===== config.mk =====
export PLATFORM = sky130hd
export DESIGN_NAME = sprite_hit_pipeline
export DESIGN_NICKNAME = d
export VERILOG_FILES = /design/src/rtl/sprite_hit_pipeline.sv
export SDC_FILE = /design/constraint.sdc
export NUM_CORES = 2
export LEC_CHECK = 0
export ABC_AREA = 1
export CAP_MARGIN = 40
export CORE_UTILIZATION = 44
export DETAILED_ROUTE_END_ITERATION = 16
export PLACE_DENSITY = 0.59
export SLEW_MARGIN = 10
export SYNTH_ARGS = -nofsm -noshare
export SYNTH_HDL_FRONTEND = slang
export SYNTH_SLANG_ARGS = --single-unit

===== constraint.sdc =====
create_clock -name clock -period 23.1 [get_ports clock]
set_input_delay 5.775 -clock clock [delete_from_list [all_inputs] [get_ports clock]]
set_output_delay 5.775 -clock clock [all_outputs]
set_load 0.005 [all_outputs]

===== src/rtl/sprite_hit_pipeline.sv =====
// Three-stage multi-sprite hit test: per-pixel rectangle compare, priority pick,
// texel index. Sprite descriptors are double-buffered and committed on frame_sync.
module sprite_hit_pipeline #(
   parameter int NUM_SPRITES = 4,
   parameter int COORD_W     = 19,
   parameter int IDX_W       = 19,
   parameter int SCREEN_H    = 480,
   localparam int SEL_W      = (NUM_SPRITES > 1) ? $clog2(NUM_SPRITES) : 1
) (
   input  logic                   clock,
   input  logic                   reset,
   input  logic                   in_valid,
   output logic                   in_ready,
   input  logic [COORD_W-1:0]     in_x,
   input  logic [COORD_W-1:0]     in_y,
   input  logic                   cfg_we,
   input  logic [SEL_W-1:0]       cfg_sel,
   input  logic [63:0]            cfg_data,
   input  logic                   cfg_en,
   input  logic                   frame_sync,
   output logic                   out_valid,
   input  logic                   out_ready,
   output logic                   out_hit,
   output logic [SEL_W-1:0]       out_sprite,
   output logic [IDX_W-1:0]       out_index,
   output logic [NUM_SPRITES-1:0] out_mask
);

   localparam logic [COORD_W-1:0] SCREEN_H_C = COORD_W'(SCREEN_H);

   // Descriptor field order inside cfg_data: 3 = blX, 2 = blY, 1 = width, 0 = height.
   function automatic logic [COORD_W-1:0] field(input logic [63:0] d, input int sel);
      return COORD_W'(d[sel*16 +: 16]);
   endfunction

   function automatic logic in_rect(input logic [COORD_W-1:0] x,
                                    input logic [COORD_W-1:0] ty,
                                    input logic [COORD_W-1:0] bl_x,
                                    input logic [COORD_W-1:0] bl_y,
                                    input logic [COORD_W-1:0] top_x,
                                    input logic [COORD_W-1:0] top_y);
      return (x > bl_x) && (x < top_x) && (ty > bl_y) && (ty < top_y);
   endfunction

   function automatic logic [IDX_W-1:0] calc_index(input logic [COORD_W-1:0] x,
                                                   input logic [COORD_W-1:0] y,
                                                   input logic [COORD_W-1:0] bl_x,
                                                   input logic [COORD_W-1:0] top_y,
                                                   input logic [COORD_W-1:0] width);
      logic [COORD_W-1:0] dx;
      logic [COORD_W-1:0] dy;
      dx = x - bl_x;
      dy = y - (SCREEN_H_C - top_y);
      return IDX_W'(dx) + IDX_W'(dy) * IDX_W'(width);
   endfunction

   logic [63:0]            shadow_data     [NUM_SPRITES];
   logic [NUM_SPRITES-1:0] shadow_en;
   logic [63:0]            shadow_data_nxt [NUM_SPRITES];
   logic [NUM_SPRITES-1:0] shadow_en_nxt;
   logic [63:0]            active_data     [NUM_SPRITES];
   logic [NUM_SPRITES-1:0] active_en;

   // A write in the same cycle as frame_sync must land in the committed table.
   always_comb begin
      for (int i = 0; i < NUM_SPRITES; i++) begin
         shadow_data_nxt[i] = shadow_data[i];
         shadow_en_nxt[i]   = shadow_en[i];
         if (cfg_we && (cfg_sel == SEL_W'(i))) begin
            shadow_data_nxt[i] = cfg_data;
            shadow_en_nxt[i]   = cfg_en;
         end
      end
   end

   always_ff @(posedge clock) begin
      if (reset) begin
         for (int i = 0; i < NUM_SPRITES; i++) begin
            shadow_data[i] <= '0;
            active_data[i] <= '0;
         end
         shadow_en <= '0;
         active_en <= '0;
      end else begin
         for (int i = 0; i < NUM_SPRITES; i++) begin
            shadow_data[i] <= shadow_data_nxt[i];
            if (frame_sync) active_data[i] <= shadow_data_nxt[i];
         end
         shadow_en <= shadow_en_nxt;
         if (frame_sync) active_en <= shadow_en_nxt;
      end
   end

   logic advance;
   assign advance  = !out_valid || out_ready;
   assign in_ready = advance;

   // ---- stage 1: rectangle compare against the active table ----
   logic [COORD_W-1:0]     trans_y;
   logic [COORD_W-1:0]     s1_bl_x  [NUM_SPRITES];
   logic [COORD_W-1:0]     s1_top_y [NUM_SPRITES];
   logic [COORD_W-1:0]     s1_width [NUM_SPRITES];
   logic [NUM_SPRITES-1:0] s1_hit;

   always_comb begin
      trans_y = SCREEN_H_C - in_y;
      for (int i = 0; i < NUM_SPRITES; i++) begin
         s1_bl_x[i]  = field(active_data[i], 3);
         s1_width[i] = field(active_data[i], 1);
         s1_top_y[i] = field(active_data[i], 2) + field(active_data[i], 0);
         s1_hit[i]   = active_en[i] &&
                       in_rect(in_x, trans_y, s1_bl_x[i], field(active_data[i], 2),
                               s1_bl_x[i] + s1_width[i], s1_top_y[i]);
      end
   end

   logic                   vld_p0;
   logic [COORD_W-1:0]     x_p0;
   logic [COORD_W-1:0]     y_p0;
   logic [NUM_SPRITES-1:0] mask_p0;
   logic [COORD_W-1:0]     bl_x_p0  [NUM_SPRITES];
   logic [COORD_W-1:0]     top_y_p0 [NUM_SPRITES];
   logic [COORD_W-1:0]     width_p0 [NUM_SPRITES];

   always_ff @(posedge clock) begin
      if (advance) begin
         x_p0    <= in_x;
         y_p0    <= in_y;
         mask_p0 <= s1_hit;
         for (int i = 0; i < NUM_SPRITES; i++) begin
            bl_x_p0[i]  <= s1_bl_x[i];
            top_y_p0[i] <= s1_top_y[i];
            width_p0[i] <= s1_width[i];
         end
      end
   end

   // ---- stage 2: priority select, slot 0 wins ----
   logic [SEL_W-1:0] win_sel;

   always_comb begin
      win_sel = '0;
      for (int i = NUM_SPRITES - 1; i >= 0; i--) begin
         if (mask_p0[i]) win_sel = SEL_W'(i);
      end
   end

   logic                   vld_p1;
   logic                   any_p1;
   logic [SEL_W-1:0]       win_p1;
   logic [NUM_SPRITES-1:0] mask_p1;
   logic [COORD_W-1:0]     x_p1;
   logic [COORD_W-1:0]     y_p1;
   logic [COORD_W-1:0]     bl_x_p1;
   logic [COORD_W-1:0]     top_y_p1;
   logic [COORD_W-1:0]     width_p1;

   always_ff @(posedge clock) begin
      if (advance) begin
         any_p1   <= |mask_p0;
         win_p1   <= win_sel;
         mask_p1  <= mask_p0;
         x_p1     <= x_p0;
         y_p1     <= y_p0;
         bl_x_p1  <= bl_x_p0[win_sel];
         top_y_p1 <= top_y_p0[win_sel];
         width_p1 <= width_p0[win_sel];
      end
   end

   // ---- stage 3: texel index and output register ----
   always_ff @(posedge clock) begin
      if (reset) begin
         vld_p0     <= 1'b0;
         vld_p1     <= 1'b0;
         out_valid  <= 1'b0;
         out_hit    <= 1'b0;
         out_sprite <= '0;
         out_index  <= '0;
         out_mask   <= '0;
      end else if (advance) begin
         vld_p0     <= in_valid;
         vld_p1     <= vld_p0;
         out_valid  <= vld_p1;
         out_hit    <= any_p1;
         out_sprite <= any_p1 ? win_p1 : '0;
         out_index  <= any_p1 ? calc_index(x_p1, y_p1, bl_x_p1, top_y_p1, width_p1) : '0;
         out_mask   <= mask_p1;
      end
   end

endmodule


==> impl_metrics.json <==
{
  "nets": 6195,
  "die_h_um": 339,
  "crit_family": "buffers and inverters",
  "hpwl_um": 102000,
  "drt-initial-drc-count": 3384,
  "numCtsBuffers": 92,
  "p_leak_uw": 0.0248,
  "preCtsSetupSlack_ns": 9.56,
  "antenna_found_initial": 4,
  "cp_data_arrival_time_ns": 7.67,
  "yosys_warnings": 0,
  "final_cells": 7008,
  "ir_worst_vdd_mv": 0.256,
  "power_density_nw_per_um2": 150,
  "postCtsSetupBuffers": 0,
  "fin_crit_sh_pct": 58.2,
  "multi_input_area_sq_um": 22700,
  "whs_path_depth": 0,
  "grt_pass1_wl_um": 204000,
  "dr.pass1.iters": 8,
  "cp.depth": 4,
  "gp_congestion": 0.932,
  "reg2reg_depth": 37,
  "fp.dieArea_sq_um": 115000,
  "synthFlopType": "edfxtp_1",
  "drv_slew": 0,
  "routed_via_density": 5.16,
  "yosysTopAreaCellShare_pct": 35.3,
  "ys_ff_latch": 881,
  "path_max_fanout": 77,
  "fmax_mhz": 74.4,
  "synthTopCellsByArea": "edfxtp_1 (35%), ha_1 (12%), dfxtp_1 (12%)",
  "cp_slowest_cell": "clkdlybuf4s50_1",
  "ff_latch_area_sq_um": 23500,
  "htreeDepth": 3,
  "drv_cap": 0,
  "clock_sinks": 881,
  "routed_wl_um": 134000,
  "finalHoldViolCount": 0,
  "ctsHoldBuffers": 0,
  "end_kind": "output pin",
  "syn2layout_area_growth_pct": 11.9,
  "die_width_um": 339,
  "tightestPinTransition_ns": 1.13,
  "max_slew_margin_pct": 24.4,
  "worst-setup-path-type": "input pin to output pin",
  "worstHoldPathType": "register to register",
  "min_period_ns": 13.45,
  "cp_cell_sequence": "clkdlybuf4s50_1 -> nor2_2 -> inv_8 -> clkdlybuf4s50_1",
  "drtAntennaViolNets": 0,
  "report.final.setup_viol": 0,
  "grt_overflow": 0,
  "synth_area_sq_um": 50000,
  "synth_edf_count": 588,
  "initial_core_util_pct": 44.4,
  "setup_tns_ns": 0,
  "syn-num-nets": 6094,
  "clk_latency_ns": 0.67,
  "yosysUniqueCellTypes": 56,
  "avgSynthCellArea_sq_um": 9.38,
  "crit_required_ns": 17.33,
  "cts_tree": "done",
  "crit_top_cell": "clkdlybuf4s50_1",
  "crit_buf_inv": 3,
  "wire_per_inst_um": 19.2,
  "grt_pass1_vias": 34700,
  "setup_slack_ns": 9.65,
  "port-buffer-count": 138,
  "fillers": 10400,
  "async_reset_ff_share_pct": 0,
  "vias": 36200,
  "num_io_pins": 139,
  "outcome": "finished, final reports clean",
  "grt_max_degree": 200,
  "drive_gt1_share_pct": 4.01,
  "syn_inst": 5329,
  "start_kind": "input pin",
  "yosys.area.top_type": "edfxtp_1",
  "drc_errors": 0,
  "rsz0062_at_grt": "no",
  "final_common_cell": "nor2_1",
  "path_clk_slew_ns": 0.06,
  "rows": 123,
  "dp_cells": 6836,
  "synth-seq-area-share_pct": 47.1,
  "cts_buffer_depth": 3,
  "finClkSkew_ns": 0.0251,
  "track_usage_pct": 23.4,
  "final_cell_mix": "nor2_1 (868), inv_1 (819), nand2_1 (635)",
  "cts_resized": 0,
  "core_area_sq_um": 112000,
  "cts_root_buffer": "clkbuf_16",
  "slowest_delay_ns": 0.55
}
[kinds of logic after synthesis]
group | synth area share, %
AND/OR/NAND/NOR | 14.0
flip-flops | 47.1
XOR/XNOR | 2.47
AO/OA/AOI/OAI | 10.0
adder cells (fa/ha/maj) | 18.8
buffers and inverters | 7.62
[cells in the mapped netlist (all sizes together) (16+ instances only)]
cell type	number
o21bai	56
clkbuf	154
fa	163
nand3	104
xor2	108
a21o	16
xnor2	31
inv	826
o211ai	17
nor3	31
o21ai	359
dfxtp	293
a21oi	362
edfxtp	588
a211oi	16
o22ai	54
nor2	873
nand2	659
ha	491
nand4	45
[cell type report]
class | instances | share of cell area [%]
Sequential cell | 881 | 42.1
Multi-Input combinational cell | 3446 | 40.6
Inverter | 833 | 5.61
Clock buffer | 133 | 4.55
Tap cell | 1500 | 3.36
Timing Repair Buffer | 176 | 3.19
Clock inverter | 38 | 0.655
Antenna cell | 1 | 0.00447
[power by group]
part / total (uW) / leakage (uW) / switching [uW] / internal, uW
logic: 5060 / 0.0145 / 3080 / 1980
clock network: 1440 / 0.00140 / 617 / 825
registers: 1900 / 0.00894 / 77.4 / 1820
[per-stage QoR]
step / instance area [sq um] / hold WS [ns] / power (uW) / utilization [%]
finish: 55900 / 0.402 / 8390 / 49.7
global route: 55900 / 0.405 / 9350 / 49.7
CTS: 55900 / 0.403 / 8480 / 49.7
detailed placement: 53000 / 0.405 / 7010 / 47.1
global placement: 52900 / 0.401 / 6910 / 47.0
floorplan: 50000 / 0.400 / 5820 / -
[sequential cells by signal, summed over array words and instances (netlist names), 2 cells and up]
signal and count:
active_data 256, shadow_data 256, top_y_p0 68, bl_x_p0 64, width_p0 64, out_index 19
x_p0 19, x_p1 19, y_p0 19, y_p1 19, top_y_p1 17, bl_x_p1 16
width_p1 16, active_en 4, mask_p0 4, mask_p1 4, out_mask 4, shadow_en 4
out_sprite 2, win_p1 2
[worst paths after layout]
path | slack [ns] | endpoint | startpoint
worst min-delay path | 0.40 | y_p1[12]$_DFFE_PP_ | y_p0[12]$_DFFE_PP_
worst max register to register | 14.73 | out_index[17]$_SDFFE_PP0P_ | y_p1[1]$_DFFE_PP_
worst max-delay path | 9.65 | in_ready | out_ready
worst min register to register | 0.40 | y_p1[12]$_DFFE_PP_ | y_p0[12]$_DFFE_PP_
[per-layer routing]
layer	up-vias	global-route usage, %	part of all wire (%)	wire [um]
met5	-	0	0.0097	13
met4	2	5.35	1.9	2500
met3	136	4.32	7.3	9860
met2	1060	34.0	42	55900
met1	17200	35.8	49	66200
li1	17800	-	-	-
No activity file was read; power rests on OpenSTA's default activity.
